$ cat config.mk
export PLATFORM = sky130hd
export DESIGN_NAME = id_ex_stage
export DESIGN_NICKNAME = d
export VERILOG_FILES = /design/src/rtl/id_ex_stage.sv
export SDC_FILE = /design/constraint.sdc
export NUM_CORES = 1
export LEC_CHECK = 0
export ABC_CLOCK_PERIOD_IN_PS = 2100
export CORE_AREA = 2 2 129 131
export DETAILED_ROUTE_END_ITERATION = 10
export DIE_AREA = 0 0 131 133
export MAX_ROUTING_LAYER = met4
export PLACE_DENSITY = 0.72
export SYNTH_ARGS = -nofsm -noshare
export SYNTH_HDL_FRONTEND = slang
export SYNTH_SLANG_ARGS = --single-unit
$ cat constraint.sdc
create_clock -name clk -period 2.1 [get_ports clk]
set_input_delay 0.21 -clock clk [delete_from_list [all_inputs] [get_ports clk]]
set_output_delay 0.21 -clock clk [all_outputs]
set_load 0.02 [all_outputs]
$ cat src/rtl/id_ex_stage.sv
// ID/EX pipeline register for the 5-stage MIPS pipeline.
// It detects load-use hazards, inserts bubbles and keeps a saturating stall counter.
module id_ex_stage #(
    parameter int DATA_WIDTH     = 32,
    parameter int REG_ADDR_WIDTH = 5,
    parameter int CNT_WIDTH      = 16
) (
    input  logic                      clk,
    input  logic                      rst_n,
    input  logic [1:0]                id_reg_dst,
    input  logic [1:0]                id_mem_to_reg,
    input  logic                      id_reg_write,
    input  logic                      id_alu_src,
    input  logic                      id_mem_read,
    input  logic                      id_mem_write,
    input  logic [2:0]                id_operation,
    input  logic [DATA_WIDTH-1:0]     id_read_data1,
    input  logic [DATA_WIDTH-1:0]     id_read_data2,
    input  logic [DATA_WIDTH-1:0]     id_imm,
    input  logic [DATA_WIDTH-1:0]     id_pc_plus4,
    input  logic [REG_ADDR_WIDTH-1:0] id_rs,
    input  logic [REG_ADDR_WIDTH-1:0] id_rt,
    input  logic [REG_ADDR_WIDTH-1:0] id_rd,
    input  logic                      ex_flush,
    output logic [1:0]                ex_reg_dst,
    output logic [1:0]                ex_mem_to_reg,
    output logic                      ex_reg_write,
    output logic                      ex_alu_src,
    output logic                      ex_mem_read,
    output logic                      ex_mem_write,
    output logic [2:0]                ex_operation,
    output logic [DATA_WIDTH-1:0]     ex_read_data1,
    output logic [DATA_WIDTH-1:0]     ex_read_data2,
    output logic [DATA_WIDTH-1:0]     ex_imm,
    output logic [DATA_WIDTH-1:0]     ex_pc_plus4,
    output logic [REG_ADDR_WIDTH-1:0] ex_rs,
    output logic [REG_ADDR_WIDTH-1:0] ex_rt,
    output logic [REG_ADDR_WIDTH-1:0] ex_rd,
    output logic                      pc_write,
    output logic                      if_id_write,
    output logic [CNT_WIDTH-1:0]      stall_count
);

    logic hazard;
    logic bubble;

    // id_rt is compared for every format; a spurious stall is cheaper than a missed one.
    assign hazard = ex_mem_read && (ex_rt != '0) &&
                    ((ex_rt == id_rs) || (ex_rt == id_rt));
    assign bubble      = ex_flush || hazard;
    assign pc_write    = ~hazard;
    assign if_id_write = ~hazard;

    always_ff @(posedge clk or negedge rst_n) begin
        if (!rst_n) begin
            ex_reg_dst    <= '0;
            ex_mem_to_reg <= '0;
            ex_reg_write  <= 1'b0;
            ex_alu_src    <= 1'b0;
            ex_mem_read   <= 1'b0;
            ex_mem_write  <= 1'b0;
            ex_operation  <= '0;
        end else if (bubble) begin
            ex_reg_dst    <= '0;
            ex_mem_to_reg <= '0;
            ex_reg_write  <= 1'b0;
            ex_alu_src    <= 1'b0;
            ex_mem_read   <= 1'b0;
            ex_mem_write  <= 1'b0;
            ex_operation  <= '0;
        end else begin
            ex_reg_dst    <= id_reg_dst;
            ex_mem_to_reg <= id_mem_to_reg;
            ex_reg_write  <= id_reg_write;
            ex_alu_src    <= id_alu_src;
            ex_mem_read   <= id_mem_read;
            ex_mem_write  <= id_mem_write;
            ex_operation  <= id_operation;
        end
    end

    // Operands load even in a bubble so the EX contents stay deterministic.
    always_ff @(posedge clk or negedge rst_n) begin
        if (!rst_n) begin
            ex_read_data1 <= '0;
            ex_read_data2 <= '0;
            ex_imm        <= '0;
            ex_pc_plus4   <= '0;
            ex_rs         <= '0;
            ex_rt         <= '0;
            ex_rd         <= '0;
        end else begin
            ex_read_data1 <= id_read_data1;
            ex_read_data2 <= id_read_data2;
            ex_imm        <= id_imm;
            ex_pc_plus4   <= id_pc_plus4;
            ex_rs         <= id_rs;
            ex_rt         <= id_rt;
            ex_rd         <= id_rd;
        end
    end

    always_ff @(posedge clk or negedge rst_n) begin
        if (!rst_n) begin
            stall_count <= '0;
        end else if (hazard && (stall_count != '1)) begin
            stall_count <= stall_count + CNT_WIDTH'(1);
        end
    end

endmodule
==> results of run 1 <==
power by group through the flow:
stage	clock network, mW	registers, mW	logic [mW]
5_1_grt	3.41	3.54	1.13
2_1_floorplan	0	3.80	0.0749
3_5_place_dp	0	3.58	1.08
4_1_cts	3.26	3.52	1.08
6_report	3.17	3.52	1.06
3_3_place_gp	0	3.57	1.06
cell families (layout without fill, tap and decap cells):
family / after synthesis / count (layout) / share of synthesized area [%]
flip-flops: 170 / 170 / 87.05
AND/OR/NAND/NOR: 54 / 54 / 6.657
XOR/XNOR: 25 / 25 / 4.480
buffers and inverters: 4 / 372 / 0.5631
AO/OA/AOI/OAI: 3 / 3 / 0.7681
adder cells (fa/ha/maj): 1 / 1 / 0.2560
multiplexers: 1 / 1 / 0.2304
other: 0 / 2 / 0
critical path: stages, from the launching register on:
cell,delay [ns]
dfrtp_1,0.39
or4_4,0.55
o21ai_4,0.15
inv_2,0.06
nand2_1,0.09
buf_2,0.17
layer usage:
metal | global-route usage [%] | vias to the layer above
li1 | - | 1554
met1 | 19.02 | 1684
met2 | 30.02 | 192
met3 | 6.308 | 24
met4 | 8.097 | 0
met5 | - | -
layout make-up:
type / count / area, µm² / area share, %
Antenna cell: 2 / 5.005 / 0.05479
Clock buffer: 19 / 452.9 / 4.959
Clock inverter: 13 / 152.6 / 1.671
Inverter: 1 / 3.754 / 0.04110
Multi-Input combinational cell: 84 / 605.6 / 6.630
Sequential cell: 170 / 4254 / 46.58
Tap cell: 220 / 275.3 / 3.014
Timing Repair Buffer: 339 / 3385 / 37.05
cells in the mapped netlist, drive strengths merged:
cell type  count  area, µm²
dfrtp        170       4254
xnor2         25      219.0
and2          12      88.84
nand2         10      40.04
nand3          8      40.04
nand4          6      37.54
and3           4      25.02
buf            3      23.77
nor2           3      11.26
nand4b         2      17.52
nor3           2      10.01
nor4           2      12.51
nor4b          2      17.52
a21oi          1      8.760
ha             1      12.51
inv            1      3.750
mux2           1      11.26
nand3b         1      7.510
o21ai          1      16.27
o22ai          1      12.51
or2            1      6.260
or4            1      11.26
stage by stage:
| step | power [mW] | hold WS, ns | worst slack (ns) |
|---|---|---|---|
| finish | 7.752 | 0.2248 | 0.07184 |
| global placement | 4.631 | 0.1912 | 0.1011 |
| detailed placement | 4.661 | 0.2028 | 0.07268 |
| floorplan | 3.876 | -0.08559 | 0.1866 |
| global route | 8.081 | 0.1995 | 0.004206 |
| CTS | 7.867 | 0.2033 | 0.04773 |
final timing paths:
check	startpoint	endpoint	slack [ns]	cells after the start
setup reg to reg	ex_rt[1]$_DFF_PN0_	stall_count[1]$_DFFE_PN0P_	0.21	6
hold reg to reg	stall_count[7]$_DFFE_PN0P_	stall_count[7]$_DFFE_PN0P_	0.50	1
setup / recovery	ex_rt[1]$_DFF_PN0_	pc_write	0.07	5
max in group asynchronous	rst_n	ex_reg_dst[0]$_DFF_PN0_	1.03	3
hold / removal	id_pc_plus4[21]	ex_pc_plus4[21]$_DFF_PN0_	0.22	1
min in group asynchronous	rst_n	ex_reg_dst[1]$_DFF_PN0_	0.29	2
timing repair:
| action | 4_1_cts | 5_1_grt |
|---|---|---|
| gates resized for setup | 8 | 0 |
| hold buffers | 1 | 0 |
| setup endpoints to repair | 2 | 0 |
| hold endpoints to repair | 46 | 0 |
==> flow_summary.ini, run 1 <==
[floorplanning]
die_w_um = 131
die_area_um2 = 17420
coreArea_um2 = 16170
std_cell_rows = 47
initial_core_util_pct = 30.22
ios = 329
die_h_um = 133

[clock_tree]
h-tree-depth = 4
cts_buffers = 17
clk_root_buffer_cell = clkbuf_16
cts_tree = done
clkLatencyLatePin_ns = 0.42
postCtsSetupRepairBufs = 0
cts_max_path_buffers = 2
path_clk_slew_ns = 0.07
clock_sinks = 170

[logic_synthesis]
ys_ff_latch = 170
synth_nets = 416
ys_seq_area_share_pct = 87.05
syn-cell-area_um2 = 4887
yosysWarnings = 0
syn_inst = 258
avgSynthCellArea_um2 = 18.94
synth_cell_types = 26

[grt]
grt_pass1_vias = 3890
grt_pass1_wl_mm = 22.11
antenna_found_initial = 2
overflow = 0
grtUsageTotal_pct = 18.00
grt_start_max_net_pins = 69

[sta]
finClkSkew_ns = 0.01002
fin_setup_tns_ns = 0
worst_pin_slew_ns = 0.5080
rsz0062_at_grt = no
post-route-period-util_pct = 96.58
fin_crit_ns = 2.028
finalMaxSlewViolations = 0
clock.fmax_ghz = 0.4931
hold_violations = 0
max_slew_margin_pct = 66.13
finalSetupViolCount = 0

[placed_design]
place.gp.congestion = 0.9447
placed_area_um2 = 8523
io_buffers = 328
hpwl_mm = 11.82
dp_cells = 813

[power_and_ir_drop]
swShare_pct = 24.00
intPower_mw = 5.891
comb_power_share_pct = 13.7
clock_power_share_pct = 40.9
vdd_ir_drop_max_v = 0.0005394
cellPowerDensity_nw_per_um2 = 848.7
p_seq_share_pct = 45.4
total_leakage_power_nw = 3.827
power_switching_mw = 1.860

[finish]
final.fill_count = 1310
final_common_cell = clkdlybuf4s50_1
finish.utilization_pct = 56.48
nets = 771
fin_cells = 848
syn2layout_area_growth_pct = 86.89
layout_common_cells = 325 x clkdlybuf4s50_1, 170 x dfrtp_1, 25 x xnor2_1, 17 x clkbuf_16, 11 x and2_2
final_cell_area_um2 = 9134
post_route_cells_drive_above_1_share_pct = 10.06

[critical_path]
critical_path_arrival_ns = 1.82
critPathLaunchType = flip-flop
path_class = reg -> out
critPathCaptureType = output pin
path_max_fanout = 2
required_ns = 1.89

[detailed_routing]
drc_errors = 0
dr_wl_met2_mm = 7.805
highest_layer = met4
totalWireLength_mm = 14.90
wl_met1_mm = 5.381
wl_met3_mm = 1.341
drt-wirelength-per-cell_um = 17.57
postRouteAntennaNets = 0
num_vias = 3454
routed_via_density = 4.073
drt-initial-drc-count = 100
drtPass1Iterations = 5

[status]
status = finished clean

[min_path]
min_path_type = in -> reg

[job]
max_cap_violations = 0
Power figures use the tool's default switching activity.
==> run 2: changes to the inputs <==
==> constraint.sdc (replaced) <==
create_clock -name clk -period 2.1 [get_ports clk]
set_input_delay 0.525 -clock clk [delete_from_list [all_inputs] [get_ports clk]]
set_output_delay 0.525 -clock clk [all_outputs]
set_load 0.02 [all_outputs]
==> run 2 against run 1 <==
  * The run now ends with negative setup slack left
  * Cell count unchanged
  * First-iteration DRC count decreased by 23%
  * Global-route usage decreased by 0.86 points
  * Die area unchanged
  * Sequential power about the same
  * Core utilization is 0.26 points higher
  * Clock power decreased by 2%
  * Largest power group unchanged
==> flow_summary.ini, run 2 (synthesis results as in run 1) <==
[status]
status = finished with violations
violations = negative setup slack

[grt]
grt_pass1_wl_mm = 21.21
grtUsageTotal_pct = 17.14
overflow = 0
grt_pass1_vias = 3777
grt_start_max_net_pins = 75
antenna_found_initial = 0

[critical_path]
critPathLaunchType = input pin
r2r_setup_slack_ns = 0.19
path_class = in -> out
critPathCaptureType = output pin
critical_path_arrival_ns = 1.76
path_max_fanout = 2
r2r_end = stall_count[1]$_DFFE_PN0P_
r2r-start = ex_rt[4]$_DFF_PN0_
r2r_cells = 7
required_ns = 1.57

[placed_design]
io_buffers = 328
place.gp.congestion = 0.8461
hpwl_mm = 11.52

[sta]
rsz0062_at_grt = yes
clock.fmax_ghz = 0.4377
final.setup.worst_slack_ns = -0.1845
worst_pin_slew_ns = 0.3750
finalSetupViolCount = 2
fin_crit_ns = 2.284
finClkSkew_ns = 0.009297
fin_setup_tns_ns = -0.3687
max_slew_margin_pct = 75.00
post-route-period-util_pct = 108.8
hold_violations = 0
finalMaxSlewViolations = 0

[floorplanning]
die_h_um = 133
std_cell_rows = 47
die_area_um2 = 17420
ios = 329
coreArea_um2 = 16170
initial_core_util_pct = 30.22
die_w_um = 131

[clock_tree]
cts_max_path_buffers = 2
cts_buffers = 17
clkLatencyLatePin_ns = 0.42
clock_sinks = 170
clk_root_buffer_cell = clkbuf_16
path_clk_slew_ns = 0.06
cts_tree = done
h-tree-depth = 4

[job]
max_cap_violations = 0

[power_and_ir_drop]
cellPowerDensity_nw_per_um2 = 837.7
vdd_ir_drop_max_v = 0.0005062
swShare_pct = 23.51
total_leakage_power_nw = 3.859
intPower_mw = 5.879
comb_power_share_pct = 13.9
p_seq_share_pct = 45.8
power_switching_mw = 1.807
clock_power_share_pct = 40.3

[min_path]
min_path_type = reg -> reg
hold_depth = 1
hold_end = stall_count[15]$_DFFE_PN0P_
hold_start = stall_count[15]$_DFFE_PN0P_

[detailed_routing]
totalWireLength_mm = 14.36
routed_via_density = 4.092
drt-initial-drc-count = 77
drc_errors = 0
postRouteAntennaNets = 0
num_vias = 3470
drtPass1Iterations = 4
drt-wirelength-per-cell_um = 16.94

[finish]
final_common_cell = clkdlybuf4s50_1
layout_common_cells = 324 x clkdlybuf4s50_1, 169 x dfrtp_1, 24 x xnor2_1, 17 x clkbuf_16, 12 x buf_4
post_route_cells_drive_above_1_share_pct = 10.83
num_antenna_cells = 0
regArea_um2 = 4255
multi_input_area_um2 = 623.1
finish.utilization_pct = 56.74
nets = 775
syn2layout_area_growth_pct = 87.74
final.fill_count = 1280
[run 2: cell types whose count changed in the layout (fill, tap and decap cells not counted), sizes merged]
cell and change:
buf +4, clkdlybuf4s50 -1, clkinv -1, diode -2
dlymetal6s2s +1, inv -1
[run 2: worst max-delay path, stage by stage]
cell and delay [ns]:
clkdlybuf4s50_1 0.52, xnor2_2 0.12, nand3_1 0.15, o22ai_4 0.22, nand2_2 0.09, buf_6 0.14
[run 2: how the worst max path moves through the flow]
stage,start,endpoint,slack (ns),cells past startpoint
2_1_floorplan,ex_rt[2]$_DFF_PN0_,pc_write,0.003,6
3_3_place_gp,id_rt[3],if_id_write,-0.52,6
3_5_place_dp,id_rt[4],if_id_write,-0.57,6
4_1_cts,ex_rt[4]$_DFF_PN0_,if_id_write,-0.23,5
5_1_grt,ex_rt[4]$_DFF_PN0_,if_id_write,-0.24,5
6_report,id_rt[3],if_id_write,-0.18,6
[run 2: metal layers]
metal	GRT usage [%]	share of wire, %
met1	17.78	35
met2	28.81	53
met3	7.117	11
met4	6.383	2.0
met5	-	0
[run 2: area by class of cell]
cell class / instances / share of cell area [%]
clock inverter: 11 / 1.473
multi-input combinational: 84 / 6.791
clock buffer: 19 / 4.937
timing repair buffer: 343 / 37.38
tap: 220 / 3.000
sequential: 170 / 46.38
inverter: 1 / 0.04091
[run 2: power groups by stage]
| stage | logic, mW | clock network (mW) | registers (mW) |
|---|---|---|---|
| after floorplan | 0.0791 | 0 | 3.80 |
| after global placement | 1.07 | 0 | 3.57 |
| after detailed placement | 1.08 | 0 | 3.58 |
| after CTS | 1.09 | 3.20 | 3.52 |
| after global routing | 1.13 | 3.32 | 3.54 |
| final | 1.07 | 3.10 | 3.52 |
[run 2: stage by stage]
stage | hold WS [ns] | setup slack [ns] | cell area (µm²) | cells | power, mW
finish | 0.5004 | -0.1845 | 9175 | 848 | 7.686
global route | 0.5189 | -0.2371 | 9175 | 848 | 7.996
CTS | 0.5031 | -0.2285 | 9165 | 848 | 7.809
detailed placement | 0.4310 | -0.5672 | 8557 | 816 | 4.664
global placement | 0.4294 | -0.5219 | 8557 | 816 | 4.639
floorplan | 0.2294 | 0.003087 | 4898 | 258 | 3.881
[run 2: what timing repair did]
item	in CTS	in global routing
endpoints found under the hold margin	29	0
pin swaps	2	2
endpoints found under the setup margin	2	2
setup buffers	1	0
hold buffers	1	0
resized for setup	12	2
==> run 3: changes to the inputs <==
- CELL_PAD_IN_SITES_DETAIL_PLACEMENT: unset -> 2
- CELL_PAD_IN_SITES_GLOBAL_PLACEMENT: unset -> 2
- CORE_AREA: 2 2 129 131 -> unset
- CORE_UTILIZATION: unset -> 22
- DIE_AREA: 0 0 131 133 -> unset
- PLACE_DENSITY: 0.72 -> 0.81
==> run 3 against run 2 <==
  * The flow still finishes with violations (negative setup slack)
  * Die area up 31%
  * Critical path depth unchanged
  * Non-clock buffer count unchanged
==> flow_summary.ini, run 3 (synthesis results as in run 1) <==
[floorplanning]
ios = 329
std_cell_rows = 54
coreArea_um2 = 21820
initial_core_util_pct = 22.39
die_h_um = 151.0
die_area_um2 = 22810
die_w_um = 151.0

[clock_tree]
clkLatencyLatePin_ns = 0.41
postCtsSetupRepairBufs = 0
hold_buffers = 0
cts_buffers = 17
path_clk_slew_ns = 0.08
clk_root_buffer_cell = clkbuf_16
clock_sinks = 170
cts_max_path_buffers = 2
cts_tree = done
h-tree-depth = 4

[power_and_ir_drop]
vdd_ir_drop_max_v = 0.0004230
total_leakage_power_nw = 3.878
finalPower_mw = 7.674
cellPowerDensity_nw_per_um2 = 831.2

[finish]
fin_cells = 911
syn2layout_area_growth_pct = 88.91
final_common_cell = clkdlybuf4s50_1
nets = 775
final.fill_count = 2114
layout_common_cells = 321 x clkdlybuf4s50_1, 169 x dfrtp_1, 25 x xnor2_1, 17 x clkbuf_16, 15 x buf_4
finish.utilization_pct = 42.31
post_route_cells_drive_above_1_share_pct = 11.27
final_cell_area_um2 = 9233

[detailed_routing]
drt-wirelength-per-cell_um = 21.16
drtPass1Iterations = 4
drt-initial-drc-count = 81
postRouteAntennaNets = 0
num_vias = 3589
totalWireLength_mm = 19.28
routed_via_density = 3.940
drc_errors = 0

[critical_path]
r2r_end = stall_count[1]$_DFFE_PN0P_
crit_chain = clkdlybuf4s50_1 > xnor2_1 > nand3_1 > o22ai_4 > nand2_2 > buf_4
path_class = in -> out
critical_path_arrival_ns = 1.81
critPathCaptureType = output pin
r2r-start = ex_rt[1]$_DFF_PN0_
worst_path_max_delay_cell = clkdlybuf4s50_1
path_max_fanout = 2
r2r_cells = 6
r2r_setup_slack_ns = 0.11
required_ns = 1.57
critPathLaunchType = input pin
slowest_delay_ns = 0.52

[placed_design]
dp_slack_ns = -0.6151
placed_area_um2 = 8647
dp_cells = 878
hpwl_mm = 15.56
place.gp.congestion = 0.8226
io_buffers = 328

[grt]
grt_start_max_net_pins = 66
grtUsageTotal_pct = 17.36
grt_pass1_vias = 4234
overflow = 0
grt_pass1_wl_mm = 27.22
antenna_found_initial = 1

[sta]
fin_crit_ns = 2.336
final.setup.worst_slack_ns = -0.2357
fin_setup_tns_ns = -0.4713
max_slew_margin_pct = 68.21
finClkSkew_ns = 0.006734
clock.fmax_ghz = 0.4281
rsz0062_at_grt = yes
post-route-period-util_pct = 111.2
hold_slack_ns = 0.01933
worst_pin_slew_ns = 0.4756
hold_violations = 0
finalMaxSlewViolations = 0
finalSetupViolCount = 2

[job]
max_cap_violations = 0

[status]
status = finished with violations
violations = negative setup slack

[min_path]
min_path_type = in -> async
run 3: cell types whose count changed in the layout (fill, tap and decap cells not counted), sizes merged:
cell / change
buf: +1
bufinv: -2
clkdlybuf4s50: -3
clkinv: +1
diode: +1
dlygate4sd2: +1
dlygate4sd3: -1
dlymetal6s2s: +2
inv: +3
run 3: critical path: cells and delay by family:
family,cells,cell delay [ns]
buffers and inverters,2,0.68
and+or+nand+nor,2,0.26
AOI/OAI and AO/OA,1,0.19
xor gates and xnor gates,1,0.14
run 3: area by class of cell:
class | count | area (µm²) | area share [%]
well taps | 280 | 350.3 | 3.795
clock buffers | 19 | 442.9 | 4.797
flip-flops and latches | 170 | 4255 | 46.09
diodes | 1 | 2.502 | 0.02710
repair buffers | 343 | 3423 | 37.08
multi-input cells | 84 | 628.1 | 6.803
inverters | 1 | 3.754 | 0.04066
clock inverters | 13 | 126.4 | 1.369
run 3: power breakdown:
part | leakage, nW | total, mW | internal, mW | switching [mW]
registers | 2.03 | 3.52 | 3.44 | 0.0799
logic | 1.58 | 1.10 | 0.609 | 0.493
clock network | 0.274 | 3.05 | 1.61 | 1.44
run 3: worst max path at each step:
stage          depth (start not counted)          end  slack (ns)                from
3_3_place_gp                           6  if_id_write       -0.53            id_rt[4]
5_1_grt                                6  if_id_write       -0.30            id_rs[0]
2_1_floorplan                          6     pc_write       0.003  ex_rt[2]$_DFF_PN0_
3_5_place_dp                           6  if_id_write       -0.62            id_rs[0]
6_report                               6  if_id_write       -0.24            id_rs[0]
4_1_cts                                5  if_id_write       -0.25  ex_rt[1]$_DFF_PN0_
run 3: repair_timing:
item                                    in CTS  in global routing
gates resized for setup                     12                  4
pin swaps                                    0                  0
endpoints found under the setup margin       4                  6
run 3: per-layer routing:
layer  vias to the layer above  GRT usage, %  part of all wire [%]  wire [µm]
met1                      1837         16.93                    34       6527
met2                       176         32.64                    57      10980
li1                       1556             -                     -          -
met5                         -             -                     0          0
met3                        20         5.301                   7.4       1434
met4                         0         5.150                   1.7        335
